File: config.mk
export PLATFORM = sky130hd
export DESIGN_NAME = z3_slave_engine
export DESIGN_NICKNAME = d
export VERILOG_FILES = /design/src/rtl/z3_slave_engine.sv
export SDC_FILE = /design/constraint.sdc
export NUM_CORES = 1
export LEC_CHECK = 0
export ABC_CLOCK_PERIOD_IN_PS = 1500
export CAP_MARGIN = 20
export CORE_MARGIN = 3
export CORE_UTILIZATION = 30
export CTS_CLUSTER_DIAMETER = 200
export DETAILED_ROUTE_END_ITERATION = 6
export PLACE_DENSITY_LB_ADDON = 0.1
export SLEW_MARGIN = 30
export SYNTH_ARGS = -nofsm -noshare
export SYNTH_HDL_FRONTEND = slang
export SYNTH_SLANG_ARGS = --single-unit
File: constraint.sdc
create_clock -name CLK_50M -period 1.5 [get_ports CLK_50M]
set_input_delay 0.3 -clock CLK_50M [delete_from_list [all_inputs] [get_ports CLK_50M]]
set_output_delay 0.3 -clock CLK_50M [all_outputs]
set_load 0.1 [all_outputs]
File: src/rtl/z3_slave_engine.sv
// rtl/z3_slave_engine.sv - Zorro III slave-cycle engine: strobe sync, region decode, ack handshake, DTACK/data enable.
// Optional watchdog enabled by defining Z3_SLAVE_WDOG_EN.
module z3_slave_engine #(
  parameter int NUM_REGIONS = 4,
  parameter logic [24*NUM_REGIONS-1:0] REGION_BASE = {24'h8C0000, 24'h880000, 24'h800000, 24'h000000},
  parameter logic [24*NUM_REGIONS-1:0] REGION_MASK = {24'hFC0000, 24'hFC0000, 24'hF80000, 24'h800000},
  parameter int SYNC_STAGES = 2,
  parameter int TIMEOUT_CYC = 255
) (
  input  logic                   CLK_50M,
  input  logic                   IORST_n,
  input  logic                   FCS_n,
  input  logic [3:0]             DS_n,
  input  logic                   READ,
  input  logic [2:0]             FC,
  input  logic [31:0]            A,
  input  logic                   configured,
  input  logic [3:0]             base_addr,
  input  logic [NUM_REGIONS-1:0] region_ack,
  output logic [NUM_REGIONS-1:0] region_sel,
  output logic [23:0]            addr_q,
  output logic                   cycle_act,
  output logic                   dtack,
  output logic                   doe,
  output logic                   timeout_err
);

  typedef enum logic [1:0] {S_IDLE, S_ADDR, S_DATA, S_END} state_t;

  state_t state, state_d;

  logic [SYNC_STAGES-1:0] fcs_n_sync;
  logic [SYNC_STAGES-1:0] ds_n_sync;
  logic                   fcs, fcs_q, fcs_rise, ds_any;

  logic [NUM_REGIONS-1:0] sel;
  logic                   hit_any, claim, ack_hit, wd_exp;

  logic [NUM_REGIONS-1:0] region_sel_d;
  logic [23:0]            addr_d;
  logic                   cycle_act_d, dtack_d, doe_d;

  logic unused_ok;
  assign unused_ok = ^{A[27:24], FC[2]};

  // Synchronisers hold the raw active-low level, so preset means "deasserted"
  always_ff @(posedge CLK_50M or negedge IORST_n) begin
    if (!IORST_n) begin
      fcs_n_sync <= '1;
      ds_n_sync  <= '1;
      fcs_q      <= 1'b0;
    end else begin
      fcs_n_sync <= {fcs_n_sync[SYNC_STAGES-2:0], FCS_n};
      ds_n_sync  <= {ds_n_sync[SYNC_STAGES-2:0], &DS_n};
      fcs_q      <= fcs;
    end
  end

  assign fcs      = ~fcs_n_sync[SYNC_STAGES-1];
  assign ds_any   = ~ds_n_sync[SYNC_STAGES-1];
  assign fcs_rise = fcs & ~fcs_q;

  // Descending scan so the lowest matching index is the last one written
  always_comb begin
    hit_any = 1'b0;
    sel     = '0;
    for (int i = NUM_REGIONS - 1; i >= 0; i--) begin
      if ((A[23:0] & REGION_MASK[24*i +: 24]) == REGION_BASE[24*i +: 24]) begin
        hit_any = 1'b1;
        sel     = '0;
        sel[i]  = 1'b1;
      end
    end
  end

  assign claim   = fcs_rise & configured & (A[31:28] == base_addr) & (FC[1] ^ FC[0]) & hit_any;
  assign ack_hit = |(region_ack & region_sel);

`ifdef Z3_SLAVE_WDOG_EN
  localparam logic [7:0] WD_LIMIT = 8'(TIMEOUT_CYC);

  logic [7:0] wd_cnt, wd_cnt_d;
  logic       timeout_err_q, timeout_err_d;

  assign wd_exp      = (wd_cnt == WD_LIMIT);
  assign timeout_err = timeout_err_q;

  always_comb begin
    wd_cnt_d      = wd_cnt;
    timeout_err_d = timeout_err_q;
    if (state == S_IDLE && claim)
      timeout_err_d = 1'b0;
    if (state == S_ADDR && fcs && (READ || ds_any))
      wd_cnt_d = 8'd0;
    if (state == S_DATA && fcs && !ack_hit) begin
      if (wd_exp)
        timeout_err_d = 1'b1;
      else if (wd_cnt != 8'hFF)
        wd_cnt_d = wd_cnt + 8'd1;
    end
  end

  always_ff @(posedge CLK_50M or negedge IORST_n) begin
    if (!IORST_n) begin
      wd_cnt        <= 8'd0;
      timeout_err_q <= 1'b0;
    end else begin
      wd_cnt        <= wd_cnt_d;
      timeout_err_q <= timeout_err_d;
    end
  end
`else
  assign wd_exp      = 1'b0;
  assign timeout_err = 1'b0;
`endif

  always_ff @(posedge CLK_50M or negedge IORST_n) begin
    if (!IORST_n) begin
      state      <= S_IDLE;
      region_sel <= '0;
      addr_q     <= 24'd0;
      cycle_act  <= 1'b0;
      dtack      <= 1'b0;
      doe        <= 1'b0;
    end else begin
      state      <= state_d;
      region_sel <= region_sel_d;
      addr_q     <= addr_d;
      cycle_act  <= cycle_act_d;
      dtack      <= dtack_d;
      doe        <= doe_d;
    end
  end

  always_comb begin
    state_d = state;
    case (state)
      S_IDLE: if (claim) state_d = S_ADDR;
      S_ADDR: begin
        if (!fcs)                 state_d = S_IDLE;
        else if (READ || ds_any)  state_d = S_DATA;
      end
      S_DATA: begin
        if (!fcs)                 state_d = S_IDLE;
        else if (ack_hit || wd_exp) state_d = S_END;
      end
      S_END:  if (!fcs) state_d = S_IDLE;
      default: state_d = S_IDLE;
    endcase
  end

  // Leaving for IDLE drops every cycle output on the same edge; addr_q keeps the last address
  always_comb begin
    region_sel_d = region_sel;
    addr_d       = addr_q;
    cycle_act_d  = cycle_act;
    dtack_d      = dtack;
    doe_d        = doe;
    case (state)
      S_IDLE: begin
        if (claim) begin
          addr_d       = A[23:0];
          region_sel_d = sel;
          cycle_act_d  = 1'b1;
        end
      end
      S_ADDR, S_DATA, S_END: begin
        if (!fcs) begin
          region_sel_d = '0;
          cycle_act_d  = 1'b0;
          doe_d        = 1'b0;
          dtack_d      = 1'b0;
        end else if (state == S_ADDR && (READ || ds_any)) begin
          doe_d = READ;
        end else if (state == S_END) begin
          dtack_d = 1'b1;
        end
      end
      default: ;
    endcase
  end

endmodule
==> flow_metrics.tcl <==
set metrics [dict create \
    violations "setup timing" \
    ys_top_cells_by_area "dfrtp_1 51%, mux2_4 22%, dfstp_2 6.3%, buf_6 2.7%, mux2i_1 2.4%" \
    endpoint "addr_q[9]" \
    fmax_mhz 597 \
    ant_nets 0 \
    fin_util 0.597 \
    dieHeight_um 80.7 \
    remaining_drc_errors 0 \
    wl_per_cell_um 14.8 \
    path_cells "nor4_4 > and4_4 > o211ai_4 > buf_12 > mux2_4" \
    reg2reg_from "fcs_q" \
    dieArea_um2 6510 \
    post-route-worst-setup-slack_ns -0.174 \
    cp-start-kind "flop" \
    power_mw 3.88 \
    die_x_um 80.7 \
    max-cap-violations 0 \
    wl_um 4140 \
    synth_top_cell_area_share 0.508 \
    diodes 0 \
    fin_crit_sh 1.12 \
    leakage_nw 1.50 \
    rows 26 \
    min_path_type "in2reg" \
    reg2reg_slack_ns -0.17 \
    final_area_um2 3120 \
    dp_hpwl_um 3250 \
    ys_seq_area_frac 0.571 \
    synth_warnings 0 \
    numCtsBuffers 5 \
    core_um2 5240 \
    crit_fanout 8 \
    r2r_end "addr_q[9]" \
    cts_buffer_depth 2 \
    drv_slew 0 \
    initial_core_util 0.320 \
    critical_path.startpoint "fcs_q" \
    worstHoldStart "A[21]" \
    setup-violations-final 28 \
    postPlaceCellArea_um2 2910 \
    place_ws_ns -0.527 \
    clockRootBuffer "clkbuf_8" \
    critPathRequiredTime_ns 1.67 \
    hold_viol_final 0 \
    viasPerCell 4.43 \
    rsz0062_at_grt "true" \
    crit_slowest_cell "dfrtp_1" \
    yosys.area.top_type "dfrtp_1" \
    clock_latency_ns 0.29 \
    first_iter_violations 48 \
    power.density_nw_per_um2 1240 \
    layout_commonest_cell "clkdlybuf4s50_1" \
    synth_cell_types 27 \
    worst_ir_drop_vdd_uv 672 \
    synth_fp_nets 165 \
    critPathKind "reg2reg" \
    synth_area_um2 1670 \
    first_global_vias 1421 \
    min_period_ns 1.67 \
    cts_num_sinks 38 \
    grt-ovfl-total 0 \
    place_congestion 0.763 \
    antenna_found_initial 0 \
    track_usage 0.138 \
    setup_tns_ns -4.27 \
    ys_seq_elements 38 \
    clock_skew_ns 0.00332 \
    htree_levels 2 \
    syn_inst 113 \
    endpoint_kind "flop" \
    reg2regPathDepth 5 \
    port_buffers 77 \
    outcome "finished, violations left" \
    grt_pass1_wl_um 6900 \
    worst_path_largest_cell_delay_ns 0.41 \
    io_pins 84 \
    cts_tree "yes" \
    path_clk_slew_ns 0.08 \
    grt_max_degree 20 \
    drive_above_1_share 0.443 \
    final_cell_mix "44 x clkdlybuf4s50_1, 32 x dfrtp_1, 32 x buf_12" \
    first_pass_iters 4 \
    syn_to_final_growth_pct 86.6 \
    syn_area_per_cell_um2 14.8 \
    vias 1239 \
    arrival_ns 1.85 \
    finish.net_count 261 \
]
## Yosys cell counts
library cell,number
dfrtp_1,34
mux2_4,24
nand2_1,9
buf_6,4
dfstp_2,4
mux2i_1,4
a21oi_1,3
inv_1,3
o21ai_0,3
xnor2_1,3
a31oi_1,2
and4_1,2
nor2_1,2
nor4_2,2
xor2_1,2
a211o_1,1
a222oi_1,1
buf_2,1
buf_4,1
conb_1,1
nand3_1,1
nand3b_1,1
nor2b_1,1
nor3_2,1
o211ai_1,1
o211ai_2,1
or2b_1,1
## metrics by stage
stage               std cells  hold slack (ns)
floorplan                 113          0.00441
global placement          268            0.141
detailed placement        268            0.146
CTS                       280            0.361
global route              280            0.354
finish                    280            0.337
## worst min-delay path by stage
stage	endpoint	slack, ns	cells after the start
finish	addr_q[21]	0.34	2
floorplan	addr_q[0]	0.004	0
detailed placement	region_sel[1]	0.15	1
CTS	ds_n_sync[1]	0.36	0
global placement	region_sel[1]	0.14	1
global route	addr_q[21]	0.35	2
## power by group
group	internal (mW)	total (mW)	switching (mW)
combinational	0.625	1.57	0.941
clock	0.666	1.03	0.366
sequential	1.14	1.28	0.137
## flip-flops by register name (all words and copies together), names as in the netlist
name,cells
addr_q,24
region_sel,4
ds_n_sync,2
fcs_n_sync,2
state,2
cycle_act,1
doe,1
dtack,1
fcs_q,1
## critical path, delay by kind of cell, from the launching register on
family                 cells  cell delay, ns
buffers and inverters      1            0.19
multiplexers               1            0.29
flip-flops                 1            0.41
AO/OA/AOI/OAI              1            0.14
AND/OR/NAND/NOR            2            0.52
## what timing repair did
action,CTS,global route
endpoints found under the setup margin,28,30
endpoints found under the hold margin,6,0
gates cloned,1,0
hold buffers,1,0
setup buffers,3,1
gates resized for setup,6,3
pin swaps,3,1
## area by class of cell
class | instances | area, µm²
Clock buffer | 5 | 68.8
Clock inverter | 3 | 68.8
Fill cell | 390 | 2110
Inverter | 3 | 11.3
Multi-Input combinational cell | 66 | 669
Sequential cell | 38 | 958
Tap cell | 70 | 87.6
Timing Repair Buffer | 95 | 1260
## per-layer routing
| metal | global-route usage | part of all wire | up-vias |
|---|---|---|---|
| li1 | - | - | 583 |
| met1 | 0.169 | 0.40 | 599 |
| met2 | 0.228 | 0.49 | 54 |
| met3 | 0.0605 | 0.11 | 3 |
| met4 | 0.0253 | 0.0053 | 0 |
| met5 | 0 | 0 | - |
## kinds of logic (layout without fill, tap and decap cells)
group,after synthesis,after routing,share of synthesized area
compound gates,12,12,0.0486
xor+xnor,5,5,0.0262
buf+inv,9,106,0.0411
flops,38,38,0.571
mux,28,28,0.239
other cells,1,1,0.00224
simple gates,20,20,0.0718
(Power assumes the default switching activity.)
